$ cat config.mk
export PLATFORM = sky130hd
export DESIGN_NAME = frame_buf_arb
export DESIGN_NICKNAME = d
export VERILOG_FILES = /design/src/rtl/frame_buf_arb.sv
export SDC_FILE = /design/constraint.sdc
export NUM_CORES = 1
export LEC_CHECK = 0
export ABC_AREA = 1
export BUFFER_PORTS_ARGS = -buffer_cell sky130_fd_sc_hd__buf_2
export CORE_UTILIZATION = 35
export CTS_BUF_LIST = sky130_fd_sc_hd__clkbuf_4
export CTS_CLUSTER_SIZE = 40
export DETAILED_ROUTE_END_ITERATION = 16
export MAX_ROUTING_LAYER = met4
export PLACE_DENSITY = 0.69
export SYNTH_ARGS = -nofsm -noshare
export SYNTH_HDL_FRONTEND = slang
export SYNTH_SLANG_ARGS = --single-unit
$ cat constraint.sdc
create_clock -name clk -period 2.1 [get_ports clk]
set_clock_uncertainty 0.1 [all_clocks]
set_input_delay 0.21 -clock clk [delete_from_list [all_inputs] [get_ports clk]]
set_output_delay 0.21 -clock clk [all_outputs]
set_load 0.01 [all_outputs]
$ cat src/rtl/frame_buf_arb.sv
// frame_buf_arb: arbitrates one write client and one read client onto a single
// frame-buffer memory port, one transaction outstanding at a time.
// Latency: ack 1 cycle after the IDLE sample; rd_valid RD_LAT+2 cycles after it.
// Backpressure: requesters hold req/addr/data until ack; no new grant until IDLE.
//
// Ports:
//   clk, reset                       clock, synchronous active-high reset
//   wr_req/wr_req_addr/wr_req_data   write request in, wr_ack pulse out
//   rd_req/rd_req_addr               read request in, rd_ack pulse out
//   rd_valid/rd_resp_data            read response (data held until next rd_valid)
//   mem_*                            memory port, active-low strobes
//   busy                             high whenever the FSM is not in IDLE
//
// Build option: define FRAME_ARB_RD_PRIORITY_EN to make reads win ties, with a
// forced write grant after WR_STARVE_MAX consecutive read grants against a
// pending write. Undefined (default): ties are resolved round-robin.
module frame_buf_arb #(
  parameter int DATA_WIDTH    = 32,
  parameter int ADDR_WIDTH    = 29,
  parameter int RD_LAT        = 2,
  parameter int WR_STARVE_MAX = 4
) (
  input  logic                  clk,
  input  logic                  reset,
  input  logic                  wr_req,
  input  logic [ADDR_WIDTH-1:0] wr_req_addr,
  input  logic [DATA_WIDTH-1:0] wr_req_data,
  output logic                  wr_ack,
  input  logic                  rd_req,
  input  logic [ADDR_WIDTH-1:0] rd_req_addr,
  output logic                  rd_ack,
  output logic                  rd_valid,
  output logic [DATA_WIDTH-1:0] rd_resp_data,
  output logic                  mem_wr_en_n,
  output logic                  mem_rd_en_n,
  output logic [ADDR_WIDTH-1:0] mem_wr_addr,
  output logic [ADDR_WIDTH-1:0] mem_rd_addr,
  output logic [DATA_WIDTH-1:0] mem_wr_data,
  input  logic [DATA_WIDTH-1:0] mem_rd_data,
  output logic                  busy
);

  typedef enum logic [1:0] {IDLE, WR, RD, RD_WAIT} state_t;

  localparam logic [3:0] RD_LAT_L = 4'(RD_LAT);

  state_t     state, state_nx;
  logic       grant_wr, grant_rd;
  logic       tie_to_wr;
  logic [3:0] wait_cnt;
  logic       rd_last;  // final RD_WAIT cycle: memory data is valid now

`ifdef FRAME_ARB_RD_PRIORITY_EN
  localparam int SW = $clog2(WR_STARVE_MAX + 1);
  localparam logic [SW-1:0] STARVE_LIM = SW'(WR_STARVE_MAX);
  logic [SW-1:0] starve_cnt;

  // Reads win ties until the write has lost WR_STARVE_MAX times in a row.
  assign tie_to_wr = (starve_cnt >= STARVE_LIM);

  always_ff @(posedge clk) begin
    if (reset) begin
      starve_cnt <= '0;
    end else if (state == IDLE) begin
      if (!wr_req || grant_wr)
        starve_cnt <= '0;
      else if (grant_rd && starve_cnt < STARVE_LIM)
        starve_cnt <= starve_cnt + 1'b1;
    end
  end
`else
  logic last_grant_wr;  // 0 = last grant was a read, so write wins the first tie

  assign tie_to_wr = !last_grant_wr;

  always_ff @(posedge clk) begin
    if (reset)
      last_grant_wr <= 1'b0;
    else if (grant_wr)
      last_grant_wr <= 1'b1;
    else if (grant_rd)
      last_grant_wr <= 1'b0;
  end
`endif

  assign rd_last = (state == RD_WAIT) && (wait_cnt == 4'd1);

  always_comb begin
    state_nx = state;
    grant_wr = 1'b0;
    grant_rd = 1'b0;
    case (state)
      IDLE: begin
        if (wr_req && rd_req) begin
          grant_wr = tie_to_wr;
          grant_rd = !tie_to_wr;
        end else begin
          grant_wr = wr_req;
          grant_rd = rd_req;
        end
        if (grant_wr)
          state_nx = WR;
        else if (grant_rd)
          state_nx = RD;
      end
      WR:      state_nx = IDLE;
      RD:      state_nx = RD_WAIT;
      RD_WAIT: if (rd_last) state_nx = IDLE;
      default: state_nx = IDLE;
    endcase
  end

  // Outputs are registered from the grant/next-state decision so that they are
  // valid for the whole WR/RD/RD_WAIT cycle they describe.
  always_ff @(posedge clk) begin
    if (reset) begin
      state        <= IDLE;
      wr_ack       <= 1'b0;
      rd_ack       <= 1'b0;
      rd_valid     <= 1'b0;
      rd_resp_data <= '0;
      mem_wr_en_n  <= 1'b1;
      mem_rd_en_n  <= 1'b1;
      mem_wr_addr  <= '0;
      mem_rd_addr  <= '0;
      mem_wr_data  <= '0;
      busy         <= 1'b0;
      wait_cnt     <= '0;
    end else begin
      state       <= state_nx;
      wr_ack      <= grant_wr;
      rd_ack      <= grant_rd;
      mem_wr_en_n <= !grant_wr;
      mem_rd_en_n <= !grant_rd;
      busy        <= (state_nx != IDLE);
      rd_valid    <= rd_last;
      if (grant_wr) begin
        mem_wr_addr <= wr_req_addr;
        mem_wr_data <= wr_req_data;
      end
      if (grant_rd)
        mem_rd_addr <= rd_req_addr;
      if (rd_last)
        rd_resp_data <= mem_rd_data;
      if (state == RD)
        wait_cnt <= RD_LAT_L;
      else if (state == RD_WAIT)
        wait_cnt <= wait_cnt - 4'd1;
    end
  end

endmodule
# Yosys cells after proc, flatten, opt, wreduce, memory -nomap -nowiden
# Index checks and enable logic that the tools add are counted.
# totals
reg_bits,135
latch_bits,0
ram_bits,0
romBits,0
inputBits,126
output_inout_bits,128
word_cells,43
mem_count,0
# op_classes
addsub,1
mul,0
div_mod_pow,0
n_lt_le_gt_ge,0
n_eq_ne,4
n_shift,0
muxes,14
bitwise_logic,0
n_reduce_logical,10
# op_table
op,count
$mux 2,5
$mux 1,8
$pmux 2 s4,1
$reduce_bool 2->1,3
$eq 2x2->1 const B,2
$eq 4x1->1 const B,1
$sub 4x1->4 const B,1
$logic_not 1->1,3
$eq 2x1->1 const B,1
$logic_and 1x1->1,2
$logic_not 2->1,1
$reduce_or 2->1,1

# Logic depth before layout (Yosys ltp)
# depth
word_depth,7
mapped_depth,8
mapped_depth_nobuf,6

# Worst setup path after synthesis
# Ideal clock, no wire load.
# synth_timing
path_kind,register to register
start,register wait_cnt[0]
end,register rd_resp_data[2]
setup_time_ns,0.110
arrival_ns,1.128
required_time_ns,1.890
slack_ns,0.762
path_stages_with_launch,7
synth_period_minus_slack_ns,1.338
path_cell_list,dfxtp_1 -> ha_1 -> buf_2 -> clkbuf_1 -> nand4_1 -> nand2_1 -> nor2_1
# synth_via
elab_chain_len,2
# synth_lines
element,line_no,text
start: declaration,50,logic [3:0] wait_cnt;
start signal: assignment,148,wait_cnt <= wait_cnt - 4'd1;
$eq 4x1->1,86,assign rd_last = (state == RD_WAIT) && (wait_cnt == 4'd1);
$logic_and 1x1->1,86,
end signal: assignment,144,rd_resp_data <= mem_rd_data;
end: declaration,33,"output logic [DATA_WIDTH-1:0] rd_resp_data,"
# Every way passes these cells.
# A chain may end at the register's enable or synchronous reset.

# Final worst setup path
# layout_timing
start,register state[0]
end,register rd_resp_data[29]
# layout_via
elab_chain_len,2
# layout_lines
element,line_no,text
start: declaration,47,"state_t state, state_nx;"
start signal: assignment,130,state <= state_nx;
$eq 2x2->1,86,
$logic_and 1x1->1,86,
# Every way passes these cells.

==> reports/results.tsv <==
stage	metric	value	unit
outcome	status	finished clean	
clocking	post-CTS sizing	0	
route	wire per inst	13.9	µm
yosys	Synth Area per Inst	7.43	µm²
die	core area	0.0153	mm²
sta	Setup-failing EPs final	0	
critical_path	Top Family by Delay on Critical Path	simple AND/OR/NAND/NOR gates	
grt	first-pass GRT wire length	28600	µm
sta	RSZ-0062 raised after global routing	false	
final_layout	synth-to-layout area growth	54.5	%
critical_path	RR Startpoint	state[0]$_SDFF_PP0_	
placed_design	Inst Count DP	1158	
critical_path	FF-to-FF setup slack	0.47	ns
yosys	Cells after Synth	740	
yosys	sequential share of the synthesized area	0.491	
yosys	cell area after synthesis	0.00550	mm²
die	die area	0.0162	mm²
power	maximum VDD drop	0.505	mV
grt	gr usage total	0.231	
sta	setup ws final	0.473	ns
critical_path	Crit. End Element	register	
clocking	root buf cell	clkbuf_4	
placed_design	port bufs	253	
yosys	synth top area cells	dfxtp_1 (49%), nand3_1 (11%), nand2_1 (11%)	
yosys	Synth Register Bits	135	
final_layout	commonest non-fill, non-tap cell in the layout	buf_2	
critical_path	Worst Setup EP	rd_resp_data[29]$_SDFFE_PP0P_	
critical_path	worst flop-to-flop path endpoint	rd_resp_data[29]$_SDFFE_PP0P_	
critical_path	Reg2Reg Depth	6	
sta	Hold Fails Final Rpt	0	
critical_path	crit-path max cell delay	0.44	ns
critical_path	worst path required time	2.46	ns
critical_path	Worst path most repeated cell	nand2_1	
die	num ports	254	
final_layout	share of cells above drive strength 1	0.282	
route	1st-iter DRT viols	363	
yosys	Warnings, synthesis	0	
grt	pin count of the biggest net entering global routing	62	
final_layout	Final nets	1218	
sta	Slew Limit Fails	0	
clocking	clk_lat worst skew	0.53	ns
clocking	number of CTS-inserted buffers	17	
yosys	Unique masters post-synth	18	
critical_path	Crit Path Class	reg -> reg	
route	Post-DRT Antenna Nets	0	
critical_path	CP bufs+invs	2	
route	DRT Wirelength	18300	µm
grt	number of global-route vias before repair	6002	
final_layout	fill count	1345	
final_layout	multi-input logic area	0.00210	mm²
die	Die H	127	µm
critical_path	Setup crit start kind	register	
clocking	clock tree buffer depth	2	
critical_path	critical-path cell list	nand2_1 > inv_2 > nand3_4 > nand2_1 > inv_1 > nor2_1	
critical_path	slowest cell on the critical path	dfxtp_1	
clocking	Worst-path clk slew	0.10	ns
critical_path	Worst Path Max Fanout	33	
job	number of max-cap violations	0	
power	pwr dens	728	mW/mm²
route	detailed-route via count	6264	
sta	Max Clk Rate	615	MHz
yosys	Mapped Nets	868	
clocking	CTS tree	done	
route	Vias/cell	4.76	
die	Std-Cell Rows	45	
yosys	Synth area leader	dfxtp_1	
die	Die Wd	127	µm
yosys	top cell type's share of synthesized area	0.491	
power	Pleak	4.57	nW
final_layout	most frequent cells in the layout	buf_2 (253), nand2_1 (165), dfxtp_1 (135)	
placed_design	DP HPWL	10400	µm
placed_design	final RePlAce weighted congestion	0.773	
route	DR pass1 iterations	5	
critical_path	CP startpoint	state[0]$_SDFF_PP0_	
sta	Slew headroom	0.583	
final_layout	Reg area	0.00270	mm²
sta	Setup TNS	0	ns
grt	initial antenna violation count	1	
sta	worst-margin pin slew	0.625	ns
sta	Final min period	1.63	ns
critical_path	Worst EP arrival	1.99	ns
final_layout	final std cells w/o fill	1315	
sta	final clock period utilization by the worst path	0.775	
clocking	clock sink count	135	
critical_path	WP depth	6	
min_path	HP Class	in -> reg	
clocking	CTS H-tree lvls	4	
grt	gr ovfl total	0	
placed_design	Setup WS pre-CTS	0.459	ns
die	Initial Util	0.360	
route	detailed-route DRC error count	0	
## routing by layer
metal  up-vias  GRT usage  share of wire
li1       3108          -              -
met1      2783      0.253           0.40
met2       325      0.387           0.49
met3        48     0.0653          0.079
met4         0      0.105          0.030
met5         -          -              0
## through the flow
stage,cell area (µm²),total power [mW],hold WS (ns),util
floorplan,5500,3.49,0.182,-
global placement,6910,3.94,0.325,0.453
detailed placement,6910,3.95,0.330,0.453
CTS,8500,6.21,0.0294,0.557
global route,8500,6.48,0.0558,0.557
finish,8500,6.18,0.0871,0.557
## how the worst min path moves through the flow
stage	endpoint	cells after the start	start
2_1_floorplan	rd_valid$_SDFF_PP0_	1	reset
3_3_place_gp	mem_rd_addr[25]$_SDFFE_PP0P_	3	rd_req_addr[25]
3_5_place_dp	mem_rd_addr[15]$_SDFFE_PP0P_	3	rd_req_addr[15]
4_1_cts	mem_wr_en_n$_SDFF_PP1_	3	wr_req
5_1_grt	mem_wr_en_n$_SDFF_PP1_	3	wr_req
6_report	mem_wr_en_n$_SDFF_PP1_	3	wr_req
## power breakdown
group	internal, mW	total [mW]	leakage, nW	switching (mW)
combinational	0.532	1.24	3.28	0.713
sequential	2.75	2.86	1.10	0.111
clock	1.09	2.08	0.183	0.989
## tightest hold or removal path, delay by kind of cell
family | cells | cell delay (ns)
AOI/OAI and AO/OA | 1 | 0.15
buffers and inverters | 1 | 0.10
and+or+nand+nor | 1 | 0.18
## flip-flops by register name, summed over array words and instances (netlist names)
signal         count
wr_ack             1
mem_rd_addr       29
state              2
rd_valid           1
mem_wr_en_n        1
busy               1
mem_wr_data       32
mem_wr_addr       29
wait_cnt           4
rd_ack             1
last_grant_wr      1
mem_rd_en_n        1
rd_resp_data      32
## what timing repair did
action,CTS,global route
buffers inserted,0,0
hold buffers,124,0
hold endpoints to repair,130,0
## cells by family (layout without fill, tap and decap cells)
logic type,count (synthesis),after routing,share of synthesized area
other,0,1,0
buffers and inverters,168,531,0.130
AND/OR/NAND/NOR,429,429,0.368
adder cells (fa/ha/maj),2,2,0.00455
AO/OA/AOI/OAI,6,6,0.00592
flip-flops,135,135,0.491
## layout make-up
type	count	area share
inverter	106	0.0474
tap	211	0.0311
clock buffer	19	0.0168
sequential	135	0.318
antenna	1	0.000294
multi-input combinational	437	0.247
timing repair buffer	393	0.315
clock inverter	13	0.0239
## synth_stat cells
cell and instances:
dfxtp_1 135, buf_1 1, nand2_1 165, clkbuf_1 9, buf_6 3, nand4_1 93, inv_2 4, nand3_4 1
inv_1 102, nand2_2 1, nand3_1 126, nor2_1 42, a21oi_1 4, o21ai_0 1, ha_1 2, nor2_4 1
a21boi_1 1, buf_2 49
Note: power is estimated with default switching activity, not from simulation.
